## src/rtl/dmem_ctrl.sv

```systemverilog
// Data-memory access controller: captures an EX/MEM load/store and runs the
// IDLE/ISSUE/WAIT/DONE memory handshake. The DMEM_ALIGN_CHK_EN macro enables rejection of odd addresses.
module dmem_ctrl (
  input  logic        clk,
  input  logic        rst_n,
  input  logic        memread_xm,
  input  logic        memwrite_xm,
  input  logic [15:0] addr_xm,
  input  logic [15:0] wdata_xm,
  input  logic        mem_busy,
  input  logic        mem_done,
  input  logic [15:0] mem_rdata,
  output logic        mem_en,
  output logic        mem_wr,
  output logic [15:0] mem_addr,
  output logic [15:0] mem_wdata,
  output logic        stall_mem,
  output logic [15:0] rdata_mw,
  output logic        rdata_valid,
  output logic        err_mem
);

  typedef enum logic [1:0] {S_IDLE, S_ISSUE, S_WAIT, S_DONE} state_t;

  localparam logic [3:0] TMO_LAST = 4'd15;

  state_t      state_reg, state_next;
  logic [3:0]  tmo_reg, tmo_next, tmo_inc;
  logic        err_reg, err_next;
  logic [15:0] rdata_reg, rdata_next;
  logic [15:0] addr_reg, wdata_reg;
  logic        wr_reg;
  logic        capture;
  logic        one_req, both_req, misalign, req_ok, req_bad;
  logic        mem_en_c, stall_c;

  assign one_req  = memread_xm ^ memwrite_xm;
  assign both_req = memread_xm & memwrite_xm;

`ifdef DMEM_ALIGN_CHK_EN
  assign misalign = one_req & addr_xm[0];
`else
  assign misalign = 1'b0;
`endif

  assign req_ok  = one_req & ~misalign;
  assign req_bad = both_req | misalign;
  assign tmo_inc = tmo_reg + 4'd1;

  always_comb begin
    state_next = state_reg;
    tmo_next   = tmo_reg;
    err_next   = 1'b0;
    rdata_next = rdata_reg;
    capture    = 1'b0;
    mem_en_c   = 1'b0;
    stall_c    = 1'b0;
    case (state_reg)
      S_IDLE: begin
        if (req_ok) begin
          capture    = 1'b1;
          stall_c    = 1'b1;
          state_next = S_ISSUE;
        end else if (req_bad) begin
          err_next = 1'b1;
        end
      end
      S_ISSUE: begin
        mem_en_c = 1'b1;
        stall_c  = 1'b1;
        if (!mem_busy) begin
          tmo_next   = 4'd0;
          state_next = S_WAIT;
        end
      end
      S_WAIT: begin
        stall_c = 1'b1;
        if (mem_done) begin
          if (!wr_reg) rdata_next = mem_rdata;
          state_next = S_DONE;
        end else if (tmo_inc == TMO_LAST) begin
          // Fifteenth silent WAIT cycle: give up and report a fault.
          tmo_next   = tmo_inc;
          err_next   = 1'b1;
          rdata_next = 16'h0000;
          state_next = S_DONE;
        end else begin
          tmo_next = tmo_inc;
        end
      end
      S_DONE: begin
        state_next = S_IDLE;
      end
      default: begin
        state_next = S_IDLE;
      end
    endcase
  end

  always_ff @(posedge clk or negedge rst_n) begin
    if (!rst_n) begin
      state_reg <= S_IDLE;
      tmo_reg   <= 4'd0;
      err_reg   <= 1'b0;
      rdata_reg <= 16'h0000;
      addr_reg  <= 16'h0000;
      wdata_reg <= 16'h0000;
      wr_reg    <= 1'b0;
    end else begin
      state_reg <= state_next;
      tmo_reg   <= tmo_next;
      err_reg   <= err_next;
      rdata_reg <= rdata_next;
      if (capture) begin
        addr_reg  <= addr_xm;
        wdata_reg <= wdata_xm;
        wr_reg    <= memwrite_xm;
      end
    end
  end

  assign mem_en      = mem_en_c;
  assign stall_mem   = stall_c;
  assign mem_wr      = wr_reg;
  assign mem_addr    = addr_reg;
  assign mem_wdata   = wdata_reg;
  assign rdata_mw    = rdata_reg;
  assign rdata_valid = (state_reg == S_DONE) & ~wr_reg;
  assign err_mem     = err_reg;

endmodule

```

## config.mk

```make
export PLATFORM = sky130hd
export DESIGN_NAME = dmem_ctrl
export DESIGN_NICKNAME = d
export VERILOG_FILES = /design/src/rtl/dmem_ctrl.sv
export SDC_FILE = /design/constraint.sdc
export NUM_CORES = 1
export LEC_CHECK = 0
export ABC_AREA = 1
export CAP_MARGIN = 0
export CORE_UTILIZATION = 42
export CTS_CLUSTER_DIAMETER = 80
export DETAILED_ROUTE_END_ITERATION = 10
export GPL_ROUTABILITY_DRIVEN = 0
export PLACE_DENSITY_LB_ADDON = 0.05
export SLEW_MARGIN = 20
export SYNTH_ARGS = -nofsm -noshare
export SYNTH_HDL_FRONTEND = slang
export SYNTH_SLANG_ARGS = --single-unit
```

## constraint.sdc

```tcl
create_clock -name clk -period 1.9 [get_ports clk]
set_input_delay 0.19 -clock clk [delete_from_list [all_inputs] [get_ports clk]]
set_output_delay 0.19 -clock clk [all_outputs]
set_load 0.005 [all_outputs]
```

# == Yosys cells after proc, flatten, opt, wreduce, memory -nomap -nowiden ==
# Index checks and enable logic that the tools add are counted.
# word_totals
mem_bits_ro,0
output_inout_bits,53
register_bits,56
mem_count,0
latch_bits,0
in_bits,54
ram_bits,0
# classes
multipliers,0
n_eq_ne,9
n_reduce_logical,7
shifts,0
div_mod_pow,0
mux,20
bitwise_logic,4
order_cmp,0
addsub,1
# ops
cell,n
$mux W16,3
$reduce_and A3 Y1,3
$mux W2,4
$mux W4,2
$ne A2 B2 Y1 const B,4
$pmux W2 S4,1
$pmux W4 S2,1
$mux W1,7
$add A4 B1 Y4 const B,1
$eq A2 B2 Y1 const B,2
$eq A4 B4 Y1 const B,1
$pmux W1 S2,2
$reduce_bool A2 Y1,2
$ne A3 B3 Y1 const B,1
$and A1 B1 Y1,2
$eq A2 B1 Y1 const B,1
$logic_not A2 Y1,1
$reduce_or A2 Y1,1
$not A1 Y1,1
$xor A1 B1 Y1,1

# == Depth between registers and ports, before layout ==
# depth
word_depth,5
mapped_depth,10

# == Worst setup path after synthesis ==
# OpenSTA, ideal clock, no wires.
# synth_timing
path_type,register to register
start,register state_reg[0]
end,register addr_reg[10] (netlist: mem_addr[10])
path_buffers,1
path_slack_ns,0.359
setup_ns,0.125
required_time_ns,1.775
arrival_time_ns,1.416
stages_incl_launch_ff,6
cell_sequence,dfrtp_1 -> inv_1 -> ha_1 -> nand2_1 -> buf_2 -> mux2_2
# synth_between
elab_chain_cells,2
# synth_lines
item,line,text
"start, declared",27,"state_t state_reg, state_next;"
"start signal, assigned",110,state_reg <= state_next;
$logic_not A2 Y1,58,case (state_reg)
$mux W1,58,
"end signal, assigned",115,addr_reg <= addr_xm;
"end, declared",31,"logic [15:0] addr_reg, wdata_reg;"
# Every way passes these cells.
# A chain may end at the register's enable or synchronous reset.

# == Worst setup path after layout ==
# layout_timing
start,register state_reg[1]
end,output rdata_valid
# layout_between
elab_chain_cells,2
# layout_lines
item,line,text
$eq A2 B2 Y1,128,assign rdata_valid = (state_reg == S_DONE) & ~wr_reg;
$and A1 B1 Y1,128,
"end, declared",19,"output logic rdata_valid,"
# Every way passes these cells.

==> qor.yml <==
layout:
  layout_common_cells: "clkdlybuf4s50_1, nand2_1, dfrtp_1"
  nets: 415
  syn_to_final_growth_pct: 52.1
  layout_commonest_cell: "clkdlybuf4s50_1"
  antenna_cells: 0
  drive_above_1_share_pct: 16.6
floorplanning:
  die_h_um: 78.9
  coreArea_um2: 5610
  ioPinCount: 107
  die_area_um2: 6230
  fp.dieW_um: 78.9
  start_util_pct: 44.3
  rows: 27
grt:
  grt_use_met3_pct: 5.86
  grt_max_degree: 26
  overflow: 0
  grt_busiest_layer: "met2"
  met1_usage_pct: 23.7
  grt_pass1_vias: 1990
  antenna_found_initial: 0
  grt_pass1_wl_um: 9200
  track_usage_pct: 19.1
  grt_util_met2_pct: 31.4
synthesis:
  ys_warn_count: 0
  syn_nets: 299
  syn_inst: 238
  ys_seq_area_share_pct: 56.4
  syn-cell-area_um2: 2480
  synth-seq-cells: 56
  syn_avg_cell_area_um2: 10.4
  ys_types: 23
pwr:
  p_seq_share_pct: 39.1
  leakage_uw: 0.00181
  p_int_uw: 3680
  power.switching_uw: 1550
  powerDensity_nw_per_um2: 1390
  sw_frac_of_total_pct: 29.7
  finalPower_uw: 5240
  clock_power_share_pct: 12.9
  vdd_drop_max_mv: 0.782
  p_comb_share_pct: 48.0
clocking:
  clock-sinks: 56
  cts_tree: "done"
  cts_max_level: 2
  path_clk_slew_ps: 90
  cts.path.max_buffers: 2
  worstSkewPairLatency_ps: 310
  numCtsBuffers: 5
  cts_root_buffer: "clkbuf_8"
place:
  detailedPlacementHpwl_um: 4090
  io_buffers: 106
  pre_cts_ws_ps: 62.1
worst_hold_path:
  hp-class: "in -> async"
setup_path:
  worst_r2r_endpoint: "rdata_mw[2]$_DFFE_PN0P_"
  max_stage_delay_ps: 510
  critPathSlowestCell: "clkdlybuf4s50_1"
  path_cells: "buf_4 -> ha_2 -> inv_1 -> nor2_1 -> clkdlybuf4s50_1"
  ff2ff_setup_slack_ps: 190
  worstPathArrival_ps: 1620
  critPathTopFamily: "buffers and inverters"
  cp-endpoint: "rdata_valid"
  required_ps: 1710
  startpoint: "state_reg[1]$_DFFE_PN0P_"
  cp.depth: 5
  end_kind: "output port"
  start_kind: "register"
  path_buf_inv: 3
  reg2regPathDepth: 8
  worst-setup-path-type: "reg -> out"
  path_max_fanout: 3
  r2r_start: "state_reg[1]$_DFFE_PN0P_"
sta:
  finalSetupTns_ps: 0
  maxSlewViolCount: 0
  maxSlewHeadroom_pct: 70.7
  tightestPinTransition_ps: 440
  hold_ws_ps: 351
  hold_violations: 0
  rsz0062_at_grt: "no"
  worst_slack_ps: 91.9
  setup-violations-final: 0
  clock.fmax_mhz: 553
  finClkSkew_ps: 4.32
  fin_crit_ps: 1810
  timing.final.crit_share_pct: 95.2
job:
  drv_cap: 0
route:
  drc: 0
  first_iter_violations: 74
  wl_um: 5600
  firstDrtPassIters: 4
  dr_total_vias: 1998
  postRouteAntennaNets: 0
  wl_per_cell_um: 13.1
  avgViaCountPerCell: 4.68
outcome:
  outcome: "completed"
[area by class of cell]
type / count / area, um^2
Tap cell: 72 / 90.1
Multi-Input combinational cell: 146 / 936
Clock buffer: 7 / 86.3
Clock inverter: 1 / 7.51
Fill cell: 463 / 1830
Inverter: 28 / 105
Sequential cell: 56 / 1400
Timing Repair Buffer: 117 / 1150
[worst reg2reg max path: stages (launching register included)]
cell	delay (ps)
dfrtp_1	380
buf_4	130
ha_1	230
inv_1	70
nor2_2	200
nand3_4	240
nand2_4	250
nand2_1	80
nand2_1	70
[worst min-delay path by stage]
stage / cells after the start / from / end / slack (ps)
after floorplan: 0 / rst_n / err_mem$_DFF_PN0_ / -110
after global placement: 1 / rst_n / state_reg[1]$_DFFE_PN0P_ / 150
after detailed placement: 1 / rst_n / state_reg[0]$_DFFE_PN0P_ / 160
after CTS: 2 / rst_n / tmo_reg[0]$_DFFE_PN0P_ / 360
after global routing: 2 / rst_n / mem_wdata[11]$_DFFE_PN0P_ / 380
final: 2 / rst_n / state_reg[0]$_DFFE_PN0P_ / 350
[logic make-up after synthesis]
logic type	share of synthesized area (%)
muxes	14.5
and+or+nand+nor	17.9
adders and majority gates	3.53
buffers and inverters	5.99
DFF	56.4
AOI/OAI and AO/OA	1.61
[repair_timing]
item | 4_1_cts | 5_1_grt
hold buffers | 1 | 0
setup buffers | 2 | 0
resized for setup | 1 | 1
hold endpoints to repair | 17 | 0
setup endpoints to repair | 1 | 1
[cell usage after synthesis (all sizes together)]
cell | number | area, um^2
nand2 | 72 | 280
o21a | 1 | 7.51
or2 | 1 | 6.26
inv | 28 | 105
buf | 6 | 36.3
dfrtp | 56 | 1400
clkbuf | 2 | 7.51
o211ai | 1 | 7.51
ha | 7 | 87.6
a21oi | 2 | 10.0
o21ai | 3 | 15.0
nor2 | 4 | 25.0
nand3 | 22 | 128
nand4 | 1 | 6.26
mux2 | 32 | 360
[power by group through the flow]
stage	Sequential, uW	Combinational, uW	Clock, uW
2_1_floorplan	2090	968	0
3_3_place_gp	2070	2450	0
3_5_place_dp	2070	2500	0
4_1_cts	2050	2550	697
5_1_grt	2110	2740	746
6_report	2050	2510	675
[routing by layer]
layer | vias up | wire length (um)
li1 | 982 | -
met1 | 943 | 2380
met2 | 68 | 2700
met3 | 5 | 447
met4 | 0 | 71
met5 | - | 0
[per-stage QoR]
step / cell area, um^2 / util, % / instances
2_1_floorplan: 2480 / - / 238
3_3_place_gp: 3660 / 65.2 / 416
3_5_place_dp: 3660 / 65.2 / 416
4_1_cts: 3780 / 67.3 / 427
5_1_grt: 3780 / 67.4 / 427
6_report: 3780 / 67.4 / 427
Note: power is estimated with default switching activity, not from simulation.
